[src/rtl/rv32_fetch_pkg.sv]
// ---------------------------------------------------------------------------
// rv32_fetch_pkg
// Shared types and constants for the instruction fetch front end:
//   fetch_state_t - fetch FSM states (IDLE, REQ, WAIT, DRAIN)
//   NOP_INSTR     - instruction substituted for a misaligned fetch (addi x0,x0,0)
//   fetch_entry_t - one instruction buffer entry {instr, pc, fault}
// ---------------------------------------------------------------------------
package rv32_fetch_pkg;

    typedef enum logic [1:0] {
        IDLE,   // may issue a fetch or insert a fault NOP
        REQ,    // request on the bus, waiting for ack
        WAIT,   // request accepted, waiting for read data
        DRAIN   // request accepted before a flush; its data will be dropped
    } fetch_state_t;

    localparam logic [31:0] NOP_INSTR = 32'h0000_0013;

    typedef struct packed {
        logic [31:0] instr;
        logic [31:0] pc;
        logic        fault;
    } fetch_entry_t;

endpackage

[src/rtl/rv32_fetch_unit_if.sv]
// ---------------------------------------------------------------------------
// rv32_fetch_unit_if
// Bus bundle of the fetch unit: the instruction memory read channel
// (req/ack + rvalid) and the instruction channel towards decode
// (valid/ready plus head entry fields).
//   master - fetch unit side
//   slave  - memory/decode side
// ---------------------------------------------------------------------------
interface rv32_fetch_unit_if;

    // instruction memory read channel
    logic        imem_req_out;
    logic [31:0] imem_addr_out;
    logic        imem_ack_in;
    logic        imem_rvalid_in;
    logic [31:0] imem_rdata_in;

    // instruction channel towards decode
    logic        instr_valid_out;
    logic        instr_ready_in;
    logic [31:0] instr_out;
    logic [31:0] instr_pc_out;
    logic        instr_fault_out;

    modport master (
        output imem_req_out, imem_addr_out,
        input  imem_ack_in, imem_rvalid_in, imem_rdata_in,
        output instr_valid_out, instr_out, instr_pc_out, instr_fault_out,
        input  instr_ready_in
    );

    modport slave (
        input  imem_req_out, imem_addr_out,
        output imem_ack_in, imem_rvalid_in, imem_rdata_in,
        input  instr_valid_out, instr_out, instr_pc_out, instr_fault_out,
        output instr_ready_in
    );

endinterface

[src/rtl/rv32_fetch_fifo.sv]
// ---------------------------------------------------------------------------
// rv32_fetch_fifo
// Synchronous instruction buffer with synchronous clear.
//   mp_clk_in  - clock, rising edge
//   mp_rst_in  - asynchronous reset, active-low
//   clear      - empty the buffer (wins over push/pop)
//   push       - write wr_data at the tail (caller guarantees a free slot)
//   wr_data    - entry to write
//   pop        - drop the head entry (ignored when empty)
//   count      - number of valid entries
//   head       - head entry; holds its last value when empty
// ---------------------------------------------------------------------------
module rv32_fetch_fifo
    import rv32_fetch_pkg::*;
#(
    parameter int DEPTH = 2
) (
    input  logic                   mp_clk_in,
    input  logic                   mp_rst_in,
    input  logic                   clear,
    input  logic                   push,
    input  fetch_entry_t           wr_data,
    input  logic                   pop,
    output logic [$clog2(DEPTH):0] count,
    output fetch_entry_t           head
);

    localparam int PW = $clog2(DEPTH);
    localparam logic [PW-1:0] PTR_ONE = 1;
    localparam logic [PW:0]   CNT_ONE = 1;

    fetch_entry_t  mem [DEPTH];
    logic [PW-1:0] wr_ptr;
    logic [PW-1:0] rd_ptr;
    logic [PW:0]   count_q;
    logic          do_pop;

    assign do_pop = pop && (count_q != '0);

    // NOTE: sequential state is written only with non-blocking (<=) assignments,
    // so every flop samples pre-edge values regardless of statement order.
    // NOTE: the storage array is reset as well; it is only a few entries and it
    // keeps the head outputs at zero while reset is asserted.
    always_ff @(posedge mp_clk_in or negedge mp_rst_in) begin
        if (!mp_rst_in) begin
            wr_ptr  <= '0;
            rd_ptr  <= '0;
            count_q <= '0;
            for (int i = 0; i < DEPTH; i++) begin
                mem[i] <= '0;
            end
        end else if (clear) begin
            wr_ptr  <= '0;
            rd_ptr  <= '0;
            count_q <= '0;
        end else begin
            if (push) begin
                mem[wr_ptr] <= wr_data;
                wr_ptr      <= wr_ptr + PTR_ONE;
            end
            if (do_pop) begin
                rd_ptr <= rd_ptr + PTR_ONE;
            end
            case ({push, do_pop})
                2'b10:   count_q <= count_q + CNT_ONE;
                2'b01:   count_q <= count_q - CNT_ONE;
                default: count_q <= count_q;
            endcase
        end
    end

    assign count = count_q;
    assign head  = mem[rd_ptr];

endmodule

[src/rtl/rv32_fetch_unit.sv]
// ---------------------------------------------------------------------------
// rv32_fetch_unit
// Instruction fetch front end sitting after the PC register. Reads one word
// at a time from instruction memory and buffers the results for decode.
//   mp_clk_in       - clock, rising edge
//   mp_rst_in       - asynchronous reset, active-low
//   pc_in           - current PC from the PC register
//   pc_advance_out  - pulse: PC mux selects pc_in+4 for the next edge
//   flush_in        - redirect; the PC register loads the target on this edge
//   bus (master)    - imem req/ack/rvalid channel and decode valid/ready channel
// At most one memory request is outstanding. A buffer slot is reserved when a
// request is issued, so returning data always has room.
// ---------------------------------------------------------------------------
module rv32_fetch_unit
    import rv32_fetch_pkg::fetch_state_t, rv32_fetch_pkg::fetch_entry_t,
           rv32_fetch_pkg::IDLE, rv32_fetch_pkg::REQ,
           rv32_fetch_pkg::WAIT, rv32_fetch_pkg::DRAIN;
#(
    parameter int          FIFO_DEPTH = 2,
    parameter logic [31:0] NOP_INSTR  = rv32_fetch_pkg::NOP_INSTR
) (
    input  logic              mp_clk_in,
    input  logic              mp_rst_in,
    input  logic [31:0]       pc_in,
    output logic              pc_advance_out,
    input  logic              flush_in,
    rv32_fetch_unit_if.master bus
);

    localparam int CW = $clog2(FIFO_DEPTH) + 1;

    fetch_state_t  state_q;
    fetch_state_t  state_d;
    logic [31:0]   addr_q;
    logic          addr_load;
    logic          req;
    logic          adv;
    logic          push;
    logic          pop;
    logic          in_flight;
    logic          has_slot;
    logic          head_valid;
    logic [CW-1:0] count;
    fetch_entry_t  push_entry;
    fetch_entry_t  head;

    // Reserved slots = buffered entries + the one outstanding request.
    assign in_flight  = (state_q == REQ) || (state_q == WAIT);
    assign has_slot   = (count + CW'(in_flight)) < CW'(FIFO_DEPTH);
    assign head_valid = (count != '0);
    assign pop        = head_valid && bus.instr_ready_in;

    always_ff @(posedge mp_clk_in or negedge mp_rst_in) begin
        if (!mp_rst_in) begin
            state_q <= IDLE;
            addr_q  <= '0;
        end else begin
            state_q <= state_d;
            if (addr_load) begin
                addr_q <= pc_in;
            end
        end
    end

    // NOTE: every signal driven here gets a default first, so no path through
    // the case leaves one unassigned and no latch is inferred.
    always_comb begin
        state_d    = state_q;
        addr_load  = 1'b0;
        req        = 1'b0;
        adv        = 1'b0;
        push       = 1'b0;
        push_entry = '0;
        unique case (state_q)
            IDLE: begin
                // A redirect this cycle means pc_in is stale; wait for the target.
                if (!flush_in && has_slot) begin
                    if (pc_in[1:0] == 2'b00) begin
                        addr_load = 1'b1;
                        state_d   = REQ;
                    end else begin
                        push       = 1'b1;
                        push_entry = '{instr: NOP_INSTR, pc: pc_in, fault: 1'b1};
                        adv        = 1'b1;
                    end
                end
            end
            REQ: begin
                req = 1'b1;
                if (flush_in) begin
                    // An accepted request still returns data that must be swallowed.
                    state_d = bus.imem_ack_in ? DRAIN : IDLE;
                end else if (bus.imem_ack_in) begin
                    adv     = 1'b1;
                    state_d = WAIT;
                end
            end
            WAIT: begin
                if (flush_in) begin
                    state_d = bus.imem_rvalid_in ? IDLE : DRAIN;
                end else if (bus.imem_rvalid_in) begin
                    push       = 1'b1;
                    push_entry = '{instr: bus.imem_rdata_in, pc: addr_q, fault: 1'b0};
                    state_d    = IDLE;
                end
            end
            DRAIN: begin
                if (bus.imem_rvalid_in) begin
                    state_d = IDLE;
                end
            end
            default: state_d = IDLE;
        endcase
    end

    rv32_fetch_fifo #(
        .DEPTH (FIFO_DEPTH)
    ) u_fifo (
        .mp_clk_in (mp_clk_in),
        .mp_rst_in (mp_rst_in),
        .clear     (flush_in),
        .push      (push),
        .wr_data   (push_entry),
        .pop       (pop),
        .count     (count),
        .head      (head)
    );

    // The IDLE fault path is combinational on pc_in; keep it quiet under reset.
    assign pc_advance_out      = adv & mp_rst_in;
    assign bus.imem_req_out    = req;
    assign bus.imem_addr_out   = addr_q;
    assign bus.instr_valid_out = head_valid;
    assign bus.instr_out       = head.instr;
    assign bus.instr_pc_out    = head.pc;
    assign bus.instr_fault_out = head.fault;

endmodule

[src/flat_wrapper.sv]
// flat-port wrapper written by rule: the top's interface ports become plain ports
module rv32_fetch_unit_flat import rv32_fetch_pkg::fetch_state_t, rv32_fetch_pkg::fetch_entry_t,
           rv32_fetch_pkg::IDLE, rv32_fetch_pkg::REQ,
           rv32_fetch_pkg::WAIT, rv32_fetch_pkg::DRAIN;
#(
    parameter int          FIFO_DEPTH = 2,
    parameter logic [31:0] NOP_INSTR  = rv32_fetch_pkg::NOP_INSTR
)
  (mp_clk_in, mp_rst_in, pc_in, pc_advance_out, flush_in, bus_imem_req_out, bus_imem_addr_out, bus_imem_ack_in, bus_imem_rvalid_in, bus_imem_rdata_in, bus_instr_valid_out, bus_instr_out, bus_instr_pc_out, bus_instr_fault_out, bus_instr_ready_in);
  rv32_fetch_unit_if bus_i ();
  input  logic mp_clk_in;
  input  logic mp_rst_in;
  input  logic [31:0] pc_in;
  output logic pc_advance_out;
  input  logic flush_in;
  output wire logic [$bits(bus_i.imem_req_out)-1:0] bus_imem_req_out;
  output wire logic [$bits(bus_i.imem_addr_out)-1:0] bus_imem_addr_out;
  input wire logic [$bits(bus_i.imem_ack_in)-1:0] bus_imem_ack_in;
  input wire logic [$bits(bus_i.imem_rvalid_in)-1:0] bus_imem_rvalid_in;
  input wire logic [$bits(bus_i.imem_rdata_in)-1:0] bus_imem_rdata_in;
  output wire logic [$bits(bus_i.instr_valid_out)-1:0] bus_instr_valid_out;
  output wire logic [$bits(bus_i.instr_out)-1:0] bus_instr_out;
  output wire logic [$bits(bus_i.instr_pc_out)-1:0] bus_instr_pc_out;
  output wire logic [$bits(bus_i.instr_fault_out)-1:0] bus_instr_fault_out;
  input wire logic [$bits(bus_i.instr_ready_in)-1:0] bus_instr_ready_in;
  assign bus_imem_req_out = bus_i.imem_req_out;
  assign bus_imem_addr_out = bus_i.imem_addr_out;
  assign bus_i.imem_ack_in = bus_imem_ack_in;
  assign bus_i.imem_rvalid_in = bus_imem_rvalid_in;
  assign bus_i.imem_rdata_in = bus_imem_rdata_in;
  assign bus_instr_valid_out = bus_i.instr_valid_out;
  assign bus_instr_out = bus_i.instr_out;
  assign bus_instr_pc_out = bus_i.instr_pc_out;
  assign bus_instr_fault_out = bus_i.instr_fault_out;
  assign bus_i.instr_ready_in = bus_instr_ready_in;
  rv32_fetch_unit #(.FIFO_DEPTH(FIFO_DEPTH), .NOP_INSTR(NOP_INSTR)) u_core (.mp_clk_in(mp_clk_in), .mp_rst_in(mp_rst_in), .pc_in(pc_in), .pc_advance_out(pc_advance_out), .flush_in(flush_in), .bus(bus_i));
endmodule
[config.mk]
export PLATFORM = sky130hd
export DESIGN_NAME = rv32_fetch_unit_flat
export DESIGN_NICKNAME = d
export VERILOG_FILES = /design/src/rtl/rv32_fetch_pkg.sv /design/src/rtl/rv32_fetch_unit_if.sv /design/src/rtl/rv32_fetch_fifo.sv /design/src/rtl/rv32_fetch_unit.sv /design/src/flat_wrapper.sv
export SDC_FILE = /design/constraint.sdc
export NUM_CORES = 1
export LEC_CHECK = 0
export ABC_AREA = 1
export ABC_CLOCK_PERIOD_IN_PS = 3990
export CORE_UTILIZATION = 54
export CTS_BUF_LIST = sky130_fd_sc_hd__clkbuf_8
export CTS_CLUSTER_DIAMETER = 100
export DETAILED_ROUTE_END_ITERATION = 7
export PLACE_DENSITY = 0.93
export SYNTH_ARGS = -nofsm -noshare
export SYNTH_HDL_FRONTEND = slang
export SYNTH_SLANG_ARGS = --single-unit
[constraint.sdc]
create_clock -name mp_clk_in -period 3.99 [get_ports mp_clk_in]
set_input_delay 0.5985 -clock mp_clk_in [delete_from_list [all_inputs] [get_ports mp_clk_in]]
set_output_delay 0.5985 -clock mp_clk_in [all_outputs]
set_load 0.01 [all_outputs]
# Word level (Yosys, flattened, before mapping)
# Cells that the tools add are included.
dict set report word_totals {
  reg_bits 168
  in_bits 70
  output_inout_bits 100
  wordCells 84
}
dict set report op_classes {
  add_sub_neg 5
  n_lt_le_gt_ge 4
  n_eq_ne 8
  n_mux 38
  n_bitwise 4
  reduce_logical 14
}
# op n
set ops {}
lappend ops {{65-bit two-way mux} 7}
lappend ops {{130-bit bitwise mux} 1}
lappend ops {{65-bit case mux with 2 select lines} 1}
lappend ops {{65-bit demux with 1-bit select} 1}
lappend ops {{38-bit two-way mux} 1}
lappend ops {{2-bit two-way mux} 9}
lappend ops {{1-bit two-way mux} 14}
lappend ops {{2-bit case mux with 4 select lines} 1}
lappend ops {{2-bit equality test, second input constant} 3}
lappend ops {{2-bit nonzero test} 3}
lappend ops {{2-bit by 1-bit equality test with 1-bit output, second input constant} 2}
lappend ops {{2-bit greater-or-equal comparator, second input constant} 2}
lappend ops {{1-bit logical AND} 4}
lappend ops {{2-bit zero test} 2}
lappend ops {{2-bit by 1-bit inequality test with 1-bit output, second input constant} 2}
lappend ops {{1-bit inverter with 2-bit output} 2}
lappend ops {{1-bit case mux with 2 select lines} 2}
lappend ops {{2-bit case mux with 2 select lines} 1}
lappend ops {{3-bit inequality test, second input constant} 1}
lappend ops {{3-bit AND reduction} 1}
lappend ops {{3-bit nonzero test} 1}
lappend ops {{1-bit adder, second input constant} 2}
lappend ops {{2-bit by 1-bit adder with 2-bit output} 1}
lappend ops {{2-bit by 1-bit adder with 2-bit output, second input constant} 1}
lappend ops {{other kinds (8)} 8}

# Logic depth before layout (Yosys ltp)
dict set report depth {
  word_depth 10
  depth_mapped 11
  ltp_nobuf 10
}

# Modules after synthesis
# From an unflattened synthesis, not the netlist that was laid out.
dict set report unflattened {
  hier_cells 1078
  hier_area_um2 8289.2
}
# module n_inst cells_per_inst area_each_um2 seq_area_each_um2
set by_module_without_submodules {}
lappend by_module_without_submodules {rv32_fetch_fifo 1 722 6055.8 3353.2}
lappend by_module_without_submodules {rv32_fetch_unit 1 356 2233.4 850.8}

# Worst setup path before layout
# No wires, ideal clock.
dict set report synth_path {
  path_kind {register -> output}
  from {register u_core.state_q[0]}
  to {output port pc_advance_out}
  arrival_ns 1.582
  required_ns 3.391
  setup_slack_ns 1.809
  path_stages_with_launch 8
  path_buffers 2
  path_cell_list {dfrtp_1 > inv_1 > ha_1 > nand3_1 > nand4_2 > buf_6 > buf_6 > a21boi_0}
}
dict set report synth_via {
  elab_chain_len 8
  elab_cells_between_ends 10
  classes_between {add/sub (1); order compare (1); eq/ne (2); mux (2); bitwise (1); reduce/logical (3)}
}
# item line
set synth_rtl {}
lappend synth_rtl {{from (decl)} rv32_fetch_unit.sv:32} ;# fetch_state_t state_q;
lappend synth_rtl {{from (signal assigned)} rv32_fetch_unit.sv:58} ;# state_q <= state_d;
lappend synth_rtl {{2-bit by 1-bit equality test with 1-bit output / 2-bit equality test (equally long branches)} {rv32_fetch_unit.sv:48, rv32_fetch_unit.sv:74}}
lappend synth_rtl {{1-bit logical OR} rv32_fetch_unit.sv:48} ;# assign in_flight = (state_q == REQ) || (state_q == WAIT);
lappend synth_rtl {{2-bit by 1-bit adder with 2-bit output} rv32_fetch_unit.sv:49} ;# assign has_slot = (count + CW'(in_flight)) < CW'(FIFO_DEPTH);
lappend synth_rtl {{2-bit < comparator} rv32_fetch_unit.sv:49}
lappend synth_rtl {{1-bit logical AND} rv32_fetch_unit.sv:77} ;# if (!flush_in && has_slot) begin
lappend synth_rtl {{1-bit two-way mux} rv32_fetch_unit.sv:77}
lappend synth_rtl {{1-bit case mux with 2 select lines *} rv32_fetch_unit.sv:74} ;# unique case (state_q)
lappend synth_rtl {{1-bit AND *} rv32_fetch_unit.sv:130} ;# assign pc_advance_out = adv & mp_rst_in;
lappend synth_rtl {{to (decl)} flat_wrapper.sv:14} ;# output logic pc_advance_out;
# Every way passes the cells marked *; elsewhere a longest branch is shown, timed or not.

# Final worst setup path
dict set report layout_path {
  from {register u_core.u_fifo.rd_ptr}
  to {output port bus_instr_out[29]}
}
dict set report layout_via {
  elab_chain_len 4
}
# item line
set layout_rtl {}
lappend layout_rtl {{from (decl)} rv32_fetch_fifo.sv:34} ;# logic [PW-1:0] rd_ptr;
lappend layout_rtl {{from (signal assigned)} rv32_fetch_fifo.sv:62} ;# rd_ptr <= rd_ptr + PTR_ONE;
lappend layout_rtl {{1-bit inverter with 2-bit output (not written as such)} rv32_fetch_fifo.sv:73} ;# assign head = mem[rd_ptr];
lappend layout_rtl {{65-bit two-way mux (not written as such) (3 in series)} rv32_fetch_fifo.sv:73}
lappend layout_rtl {{to (decl)} flat_wrapper.sv:22} ;# output wire logic [$bits(bus_i.instr_out)-1:0] bus_instr_out;
# Every way passes these cells. The select of a mux whose other input is x is not followed.

==> results.json <==
{
  "run_status": "finished, final reports clean",
  "via_per_inst": 5.31,
  "drive_gt1_share_pct": 6.85,
  "setup_tns_ns": 0,
  "max_clock_freq_ghz": 0.322,
  "p_total_uw": 7210,
  "gr-max-usage-layer": "met2",
  "postCtsHoldBufs": 0,
  "netlist_instances": 981,
  "grt_util_met1_pct": 35.1,
  "clkPwrFrac_pct": 18.3,
  "dr_total_vias": 6999,
  "drt_first_pass_iters": 5,
  "p_switching_uw": 2700,
  "worstPathRequired_ns": 3.39,
  "synth_area_leaders": "dfrtp_1 54%, nand2_1 21%, o21ai_0 8.7%, inv_1 3.9%, o21ai_2 2.7%",
  "power.internal_uw": 4510,
  "ys_ff_latch": 168,
  "fin_hold_ws_ns": 0.0964,
  "place_congestion": 0.796,
  "start_util_pct": 55.9,
  "synth_top_area_share_pct": 53.7,
  "power.density_mw_per_mm2": 724,
  "syn_area_mm2": 0.00782,
  "die_y_um": 122,
  "routed_wirelength_mm": 18.9,
  "synth_cell_types": 24,
  "worstSetupStartpointType": "flip-flop",
  "criticalPathCategory": "reg2out",
  "relSlewSlack_pct": 26.6,
  "hold_path_class": "in2async",
  "met3_usage_pct": 4.79,
  "placed_area_mm2": 0.00953,
  "setup-violations-final": 0,
  "synth_nets": 1055,
  "grt_use_met2_pct": 41.7,
  "synth_edf_count": 0,
  "port_buffers": 169,
  "numCtsBuffers": 17,
  "antenna_left": 0,
  "syn_area_per_cell_um2": 7.97,
  "path_max_fanout": 60,
  "min_period_ns": 3.10,
  "grt_max_degree": 73,
  "skew_ns": 0.00900,
  "cp-end-kind": "primary output",
  "finalHoldViolCount": 0,
  "die_w_um": 122,
  "fin_crit_sh_pct": 77.8,
  "synth_largest_area_cell": "dfrtp_1",
  "arrival_ns": 2.50,
  "hpwl_mm": 12.3,
  "worst_slew_pin_slew_ns": 1.10,
  "switching_share_pct": 37.5,
  "reg2reg_slack_ns": 1.42,
  "cts.sinks": 168,
  "cts_tree": "done",
  "die-area_mm2": 0.0150,
  "cts_setup_buffers": 0,
  "antenna_found_initial": 0,
  "antenna_cells": 0,
  "yosys_warnings": 0,
  "placementRows": 43,
  "ctsHtreeMaxLevel": 4,
  "grt_pass1_wl_mm": 30.4,
  "yosysSeqAreaShare_pct": 53.7,
  "final_nets": 1200,
  "seqPwrFrac_pct": 38.9,
  "ys_top_cells_by_count": "434 x nand2_1, 168 x dfrtp_1, 136 x o21ai_0, 81 x inv_1, 38 x o21ai_1",
  "path_clk_slew_ns": 0.08,
  "slew_viol_final": 0,
  "drc": 0,
  "ys_async_sr_fraction_pct": 100,
  "ys.flop_type": "dfrtp_1",
  "peakVddDrop_v": 0.000474,
  "grt_util_all_layers_pct": 26.2,
  "root_buffer": "clkbuf_8",
  "wl_per_cell_um": 14.3,
  "maxCapViolCount": 0,
  "power_frac_comb_pct": 42.8,
  "overflow": 0,
  "clk_latency_ns": 0.45,
  "cts_resized": 0,
  "p_leak_uw": 0.00472,
  "yosysMostFrequentCell": "nand2_1",
  "rsz0062_at_grt": "false",
  "drtIter0Drc": 613,
  "clk_path_buf_depth": 2,
  "io_pins": 170,
  "syn_to_final_growth_pct": 27.4,
  "fp.coreArea_mm2": 0.0140,
  "grt_pass1_vias": 6473,
  "fin_area_mm2": 0.00997
}
==> layout by cell type, fill, tap and decap left out, types with 3 or more instances in the layout <==
| master | synthesis | final |
|---|---|---|
| nand2_1 | 434 | 433 |
| clkdlybuf4s50_1 | 0 | 168 |
| dfrtp_1 | 168 | 167 |
| o21ai_0 | 136 | 136 |
| inv_1 | 81 | 84 |
| o21ai_1 | 38 | 38 |
| o21ai_2 | 24 | 24 |
| clkbuf_8 | 0 | 21 |
| nand3_1 | 12 | 12 |
| buf_4 | 1 | 12 |
| nor2_1 | 10 | 10 |
| inv_2 | 4 | 5 |
| ha_1 | 4 | 4 |
| bufinv_16 | 0 | 4 |
| nand4_1 | 3 | 3 |
==> cell families after synthesis <==
family / after synthesis / share of synthesized area, %
AO/OA/AOI/OAI: 203 / 14.2
buffers and inverters: 142 / 8.45
adder cells (fa/ha/maj): 4 / 0.640
AND/OR/NAND/NOR: 464 / 22.9
flip-flops: 168 / 53.7
==> state kept, by name (all words and copies together) (netlist names) <==
register / count
u_core.u_fifo.count: 2
u_core.u_fifo.rd_ptr: 1
u_core.u_fifo.wr_ptr: 1
u_core.u_fifo.mem: 130
u_core.state_q: 2
u_core.bus.imem_addr_out: 32
==> worst paths after layout <==
kind	startpoint	endpoint	cells after the start
max in group asynchronous	mp_rst_in	u_core.u_fifo.mem[82]	2
worst max-delay path	u_core.u_fifo.rd_ptr	bus_instr_out[29]	4
worst min register to register	u_core.u_fifo.mem[96]	u_core.u_fifo.mem[96]	2
worst max register to register	u_core.state_q[0]	u_core.u_fifo.mem[108]	11
min in group mp_clk_in	u_core.u_fifo.mem[96]	u_core.u_fifo.mem[96]	2
worst min-delay path	mp_rst_in	u_core.u_fifo.mem[62]	1
==> power groups by stage <==
stage / Clock [µW] / Sequential (µW) / Combinational, µW
CTS: 1320 / 2800 / 3100
global placement: 0 / 2780 / 2990
global route: 1410 / 2890 / 3410
detailed placement: 0 / 2820 / 3080
floorplan: 0 / 2810 / 1660
finish: 1320 / 2810 / 3090
==> through the flow <==
step / util (%) / setup slack, ns / std cells
after floorplan: - / 1.81 / 981
after CTS: 71.3 / 0.862 / 1318
after global routing: 71.3 / 0.753 / 1318
final: 71.3 / 0.887 / 1318
after detailed placement: 68.1 / 1.12 / 1287
after global placement: 68.1 / 1.17 / 1287
==> critical path, stage by stage (launching register included) <==
cell and delay [ns]:
dfrtp_2 0.41, inv_2 0.79, nand2_1 0.17, nand2_1 0.14, clkdlybuf4s50_1 0.54
==> layout make-up <==
| cell class | count | area, µm² |
|---|---|---|
| clock inverter | 10 | 151 |
| multi-input combinational | 671 | 2970 |
| inverter | 86 | 323 |
| tap | 180 | 225 |
| sequential | 168 | 4210 |
| clock buffer | 21 | 289 |
| timing repair buffer | 182 | 1800 |
| fill | 998 | 4020 |
==> layer usage <==
layer | part of all wire (%) | wire length (µm)
met1 | 42 | 7890
met2 | 49 | 9250
met3 | 6.3 | 1180
met4 | 3.0 | 558
met5 | 0 | 0
(Power assumes the default switching activity.)
